File: config.mk
export PLATFORM = sky130hd
export DESIGN_NAME = rop_ba_mem_arb
export DESIGN_NICKNAME = d
export VERILOG_FILES = /design/src/rtl/rop_ba_mem_arb.sv
export SDC_FILE = /design/constraint.sdc
export NUM_CORES = 1
export LEC_CHECK = 0
export ABC_AREA = 1
export CELL_PAD_IN_SITES_DETAIL_PLACEMENT = 1
export CELL_PAD_IN_SITES_GLOBAL_PLACEMENT = 1
export CORE_MARGIN = 4
export CORE_UTILIZATION = 11
export CTS_CLUSTER_DIAMETER = 40
export DETAILED_ROUTE_END_ITERATION = 6
export PLACE_DENSITY = 0.75
export SYNTH_ARGS = -nofsm -noshare
export SYNTH_HDL_FRONTEND = slang
export SYNTH_SLANG_ARGS = --single-unit
File: constraint.sdc
create_clock -name clk -period 1.95 [get_ports clk]
set_clock_uncertainty 0.2 [all_clocks]
set_input_delay 0.195 -clock clk [delete_from_list [all_inputs] [get_ports clk]]
set_output_delay 0.195 -clock clk [all_outputs]
set_load 0.1 [all_outputs]
File: src/rtl/rop_ba_mem_arb.sv
// Round-robin arbiter sharing one data-memory port between the CPU and the co-processor.
// Registered grant FSM; every output is a combinational function of state and the granted port.
module rop_ba_mem_arb #(
    parameter int ADDR_W = 32,
    parameter int DATA_W = 32
) (
    input  logic                clk,
    input  logic                reset,
    input  logic                cpu_mem_cen,
    input  logic                cpu_mem_wen,
    input  logic [DATA_W/8-1:0] cpu_mem_ben,
    input  logic [ADDR_W-1:0]   cpu_mem_addr,
    input  logic [DATA_W-1:0]   cpu_mem_wdata,
    output logic [DATA_W-1:0]   cpu_mem_rdata,
    output logic                cpu_mem_stall,
    output logic                cpu_mem_error,
    input  logic                cop_mem_cen,
    input  logic                cop_mem_wen,
    input  logic [DATA_W/8-1:0] cop_mem_ben,
    input  logic [ADDR_W-1:0]   cop_mem_addr,
    input  logic [DATA_W-1:0]   cop_mem_wdata,
    output logic [DATA_W-1:0]   cop_mem_rdata,
    output logic                cop_mem_stall,
    output logic                cop_mem_error,
    output logic                mem_cen,
    output logic                mem_wen,
    output logic [DATA_W/8-1:0] mem_ben,
    output logic [ADDR_W-1:0]   mem_addr,
    output logic [DATA_W-1:0]   mem_wdata,
    input  logic [DATA_W-1:0]   mem_rdata,
    input  logic                mem_stall,
    input  logic                mem_error,
    output logic [1:0]          arb_gnt
);

    typedef enum logic [1:0] {IDLE, GNT_CPU, GNT_COP} state_t;

    localparam logic LAST_CPU = 1'b0;
    localparam logic LAST_COP = 1'b1;

    state_t state, state_n;
    logic   last, last_n;

    always_ff @(posedge clk) begin
        if (reset) begin
            state <= IDLE;
            last  <= LAST_COP;  // CPU wins the first tie
        end else begin
            state <= state_n;
            last  <= last_n;
        end
    end

    always_comb begin
        state_n       = state;
        last_n        = last;
        mem_cen       = 1'b0;
        mem_wen       = 1'b0;
        mem_ben       = '0;
        mem_addr      = '0;
        mem_wdata     = '0;
        cpu_mem_rdata = '0;
        cpu_mem_error = 1'b0;
        cpu_mem_stall = cpu_mem_cen;
        cop_mem_rdata = '0;
        cop_mem_error = 1'b0;
        cop_mem_stall = cop_mem_cen;
        arb_gnt       = 2'b00;

        case (state)
            IDLE: begin
                if (cpu_mem_cen && (!cop_mem_cen || last == LAST_COP))
                    state_n = GNT_CPU;
                else if (cop_mem_cen)
                    state_n = GNT_COP;
            end
            GNT_CPU: begin
                arb_gnt       = 2'b01;
                mem_cen       = cpu_mem_cen;
                mem_wen       = cpu_mem_wen;
                mem_ben       = cpu_mem_ben;
                mem_addr      = cpu_mem_addr;
                mem_wdata     = cpu_mem_wdata;
                cpu_mem_rdata = mem_rdata;
                cpu_mem_stall = mem_stall;
                cpu_mem_error = mem_error;
                // Staying granted after a completion lets a follow-on request go without a bubble
                if (cpu_mem_cen) begin
                    if (!mem_stall) begin
                        last_n = LAST_CPU;
                        if (cop_mem_cen) state_n = GNT_COP;
                    end
                end else begin
                    state_n = cop_mem_cen ? GNT_COP : IDLE;
                end
            end
            GNT_COP: begin
                arb_gnt       = 2'b10;
                mem_cen       = cop_mem_cen;
                mem_wen       = cop_mem_wen;
                mem_ben       = cop_mem_ben;
                mem_addr      = cop_mem_addr;
                mem_wdata     = cop_mem_wdata;
                cop_mem_rdata = mem_rdata;
                cop_mem_stall = mem_stall;
                cop_mem_error = mem_error;
                if (cop_mem_cen) begin
                    if (!mem_stall) begin
                        last_n = LAST_COP;
                        if (cpu_mem_cen) state_n = GNT_CPU;
                    end
                end else begin
                    state_n = cpu_mem_cen ? GNT_CPU : IDLE;
                end
            end
            default: state_n = IDLE;
        endcase
    end

endmodule

==> out/metrics.csv <==
stage;metric;value;unit
worst_hold_path;Min-Delay Path Class;register to register;
floorplan;die area;19900;sq um
logic_synthesis;syn avg cell area;4.59;sq um
final_layout;diodes inserted;0;
logic_synthesis;Cell Area, Synth;1950;sq um
logic_synthesis;yosys synthesis warning count;0;
final_layout;Layout area overhead;376;%
timing;Final Hold Viols;0;
placed_design;routability cong.;0.873;
logic_synthesis;Synth Register Bits;3;
placed_design;port bufs;315;
placed_design;detailed placer's ending HPWL;13300;microns
floorplan;# rows;48;
placed_design;Post-Place Cells;947;
outcome;outcome;finished with violations;
routing;Routed Antenna Nets;0;
timing;fin. max-slew vios;0;
grt;initial antenna violation count;0;
worst_setup_path;startpoint types;register;
final_layout;final cell count without fillers;986;
floorplan;Initial Util;11.2;%
timing;final hold slack;0.305;ns
clock_network;Clk Latency, worst-skew pair;0.22;ns
worst_setup_path;type of destination of the critical path;output port;
timing;unrepaired setup endpoints after global routing;yes;
routing;WL/cell;19.5;microns
timing;Fmax;494;MHz
grt;total global routing track utilization;17.1;%
worst_setup_path;CP max FO;9;
worst_setup_path;Critical Path RT;1.55;ns
clock_network;CTS Hold Bufs;0;
routing;Total Wirelength;19200;microns
clock_network;CTS HTree Levels;1;
routing;DR pass1 iterations;4;
logic_synthesis;register area share after synthesis;3.08;%
clock_network;CTS Root Cell;clkbuf_16;
pwr;PwrDens;796;nW/um^2
grt;largest net degree at the start of global routing;23;
timing;fin worst setup slack;-0.0750;ns
floorplan;Die W;141;microns
clock_network;Clock Sinks;3;
logic_synthesis;synth unique cells;18;
clock_network;CTS tree;done;
clock_network;clock buffer depth;2;
routing;routed vias;4110;
timing;Slew Limit Headroom;81.9;%
logic_synthesis;syn_nets;606;
floorplan;Core ar.;17400;sq um
final_layout;Core Util, Final;53.5;%
job;Max Cap Violations;0;
final_layout;share of layout cells above drive strength 1;61.0;%
grt;global-route wire length before repair;26600;microns
final_layout;fin nets;943;
timing;fin crit share;104;%
routing;Starting DRT DRC Count;58;
clock_network;TritonCTS Buffers;3;
outcome;failing checks;negative setup slack;
floorplan;die height;141;microns
floorplan;# IOs;316;
grt;vias in the first global route;4630;
logic_synthesis;post-synthesis cell count;425;
timing;minimum clock period;2.03;ns
pwr;Peak supply drop;0.450;mV
timing;final setup vio count;94;
routing;post-route DRC violation count;0;
pwr;static leakage;3.23;nW
worst_setup_path;WS Path Type;register to output port;
final_layout;fillers;1765;
clock_network;Clk pin slew, worst setup/hold paths;0.03;ns
timing;Sum Neg Setup Slack;-3.57;ns
timing;Slew @ Worst Pin;0.271;ns
grt;GRT Residual Overflow;0;
worst_setup_path;CP arrival;1.63;ns
pwr;Tot Pwr;0.00739;W
routing;DR vias/cell;4.17;
## synthesized netlist by cell type, drive strengths merged
cell type	number	area share [%]
nor2	6	1.2
buf	26	9.3
nand2	219	43
dfxtp	3	3.1
nand3	4	1.5
inv	76	15
a21oi	74	21
ha	5	3.2
o21ai	6	1.5
clkbuf	6	1.2
## cells in the final DEF (no fill, tap or decap), types with 3 or more instances in the layout
cell	n
buf_12	152
ha_4	3
clkbuf_16	12
o21ai_1	3
nand2_4	46
clkinvlp_4	63
inv_1	9
a21oi_4	70
buf_16	15
buf_6	3
nand2_2	77
a21oi_1	3
clkdlybuf4s50_1	175
nor2_1	5
buf_4	8
nand2_1	96
## final cells by class
type / instances / area [sq um] / area share [%]
Clock buffer: 4 / 78.8 / 0.849
Timing Repair Buffer: 364 / 5570 / 60.1
Multi-Input combinational cell: 314 / 2750 / 29.6
Inverter: 76 / 532 / 5.73
Sequential cell: 3 / 67.6 / 0.728
Tap cell: 225 / 282 / 3.03
## through the flow
| step | cell area [sq um] | setup WS [ns] |
|---|---|---|
| detailed placement | 7920 | 0.100 |
| finish | 9280 | -0.0750 |
| CTS | 8850 | -0.0866 |
| global placement | 7920 | 0.0989 |
| floorplan | 3070 | -0.246 |
| global route | 9280 | -0.125 |
## cells by family (layout without fill, tap and decap cells)
logic type | Yosys count | after routing | synth area share (%)
AO/OA/AOI/OAI | 80 | 80 | 22.5
adder cells (fa/ha/maj) | 5 | 5 | 3.21
flip-flops | 3 | 3 | 3.08
AND/OR/NAND/NOR | 229 | 229 | 46.1
buffers and inverters | 108 | 444 | 25.1
## report_power, final
group | internal (W) | switching [W]
Combinational | 0.00270 | 0.00427
Sequential | 0.0000762 | 0.0000171
Clock | 0.000270 | 0.0000574
## final timing paths
| path | from | endpoint | cells past startpoint | slack (ns) |
|---|---|---|---|---|
| worst min register to register | last$_SDFFE_PP1P_ | last$_SDFFE_PP1P_ | 2 | 0.31 |
| worst min-delay path | last$_SDFFE_PP1P_ | last$_SDFFE_PP1P_ | 2 | 0.31 |
| worst max register to register | state[0]$_SDFFE_PP0P_ | state[0]$_SDFFE_PP0P_ | 11 | 0.09 |
| worst max-delay path | state[1]$_SDFFE_PP0P_ | mem_wdata[2] | 7 | -0.08 |
## routing by layer
metal  GRT usage, %  vias to the layer above  part of all wire (%)
met4           4.08                        0                   2.0
met1           18.0                     1919                    36
met5              0                        -                     0
li1               -                     1944                     -
met2           33.7                      224                    54
met3           4.07                       23                   7.9
## registers in the layout (all words and copies together), names as in the netlist
register  cells
last          1
state         2
## worst max-delay path, cell delays in order, from the launching register on
cell,delay [ns]
dfxtp_4,0.36
inv_4,0.08
ha_4,0.20
buf_6,0.15
clkbuf_16,0.17
nand2_1,0.09
a21oi_4,0.15
buf_12,0.18
## repair_timing
item	4_1_cts	5_1_grt
buffers inserted	12	1
cloned	13	9
pin swaps	28	25
gates resized for setup	121	49
endpoints found under the setup margin	102	121
No activity file was read; power rests on OpenSTA's default activity.
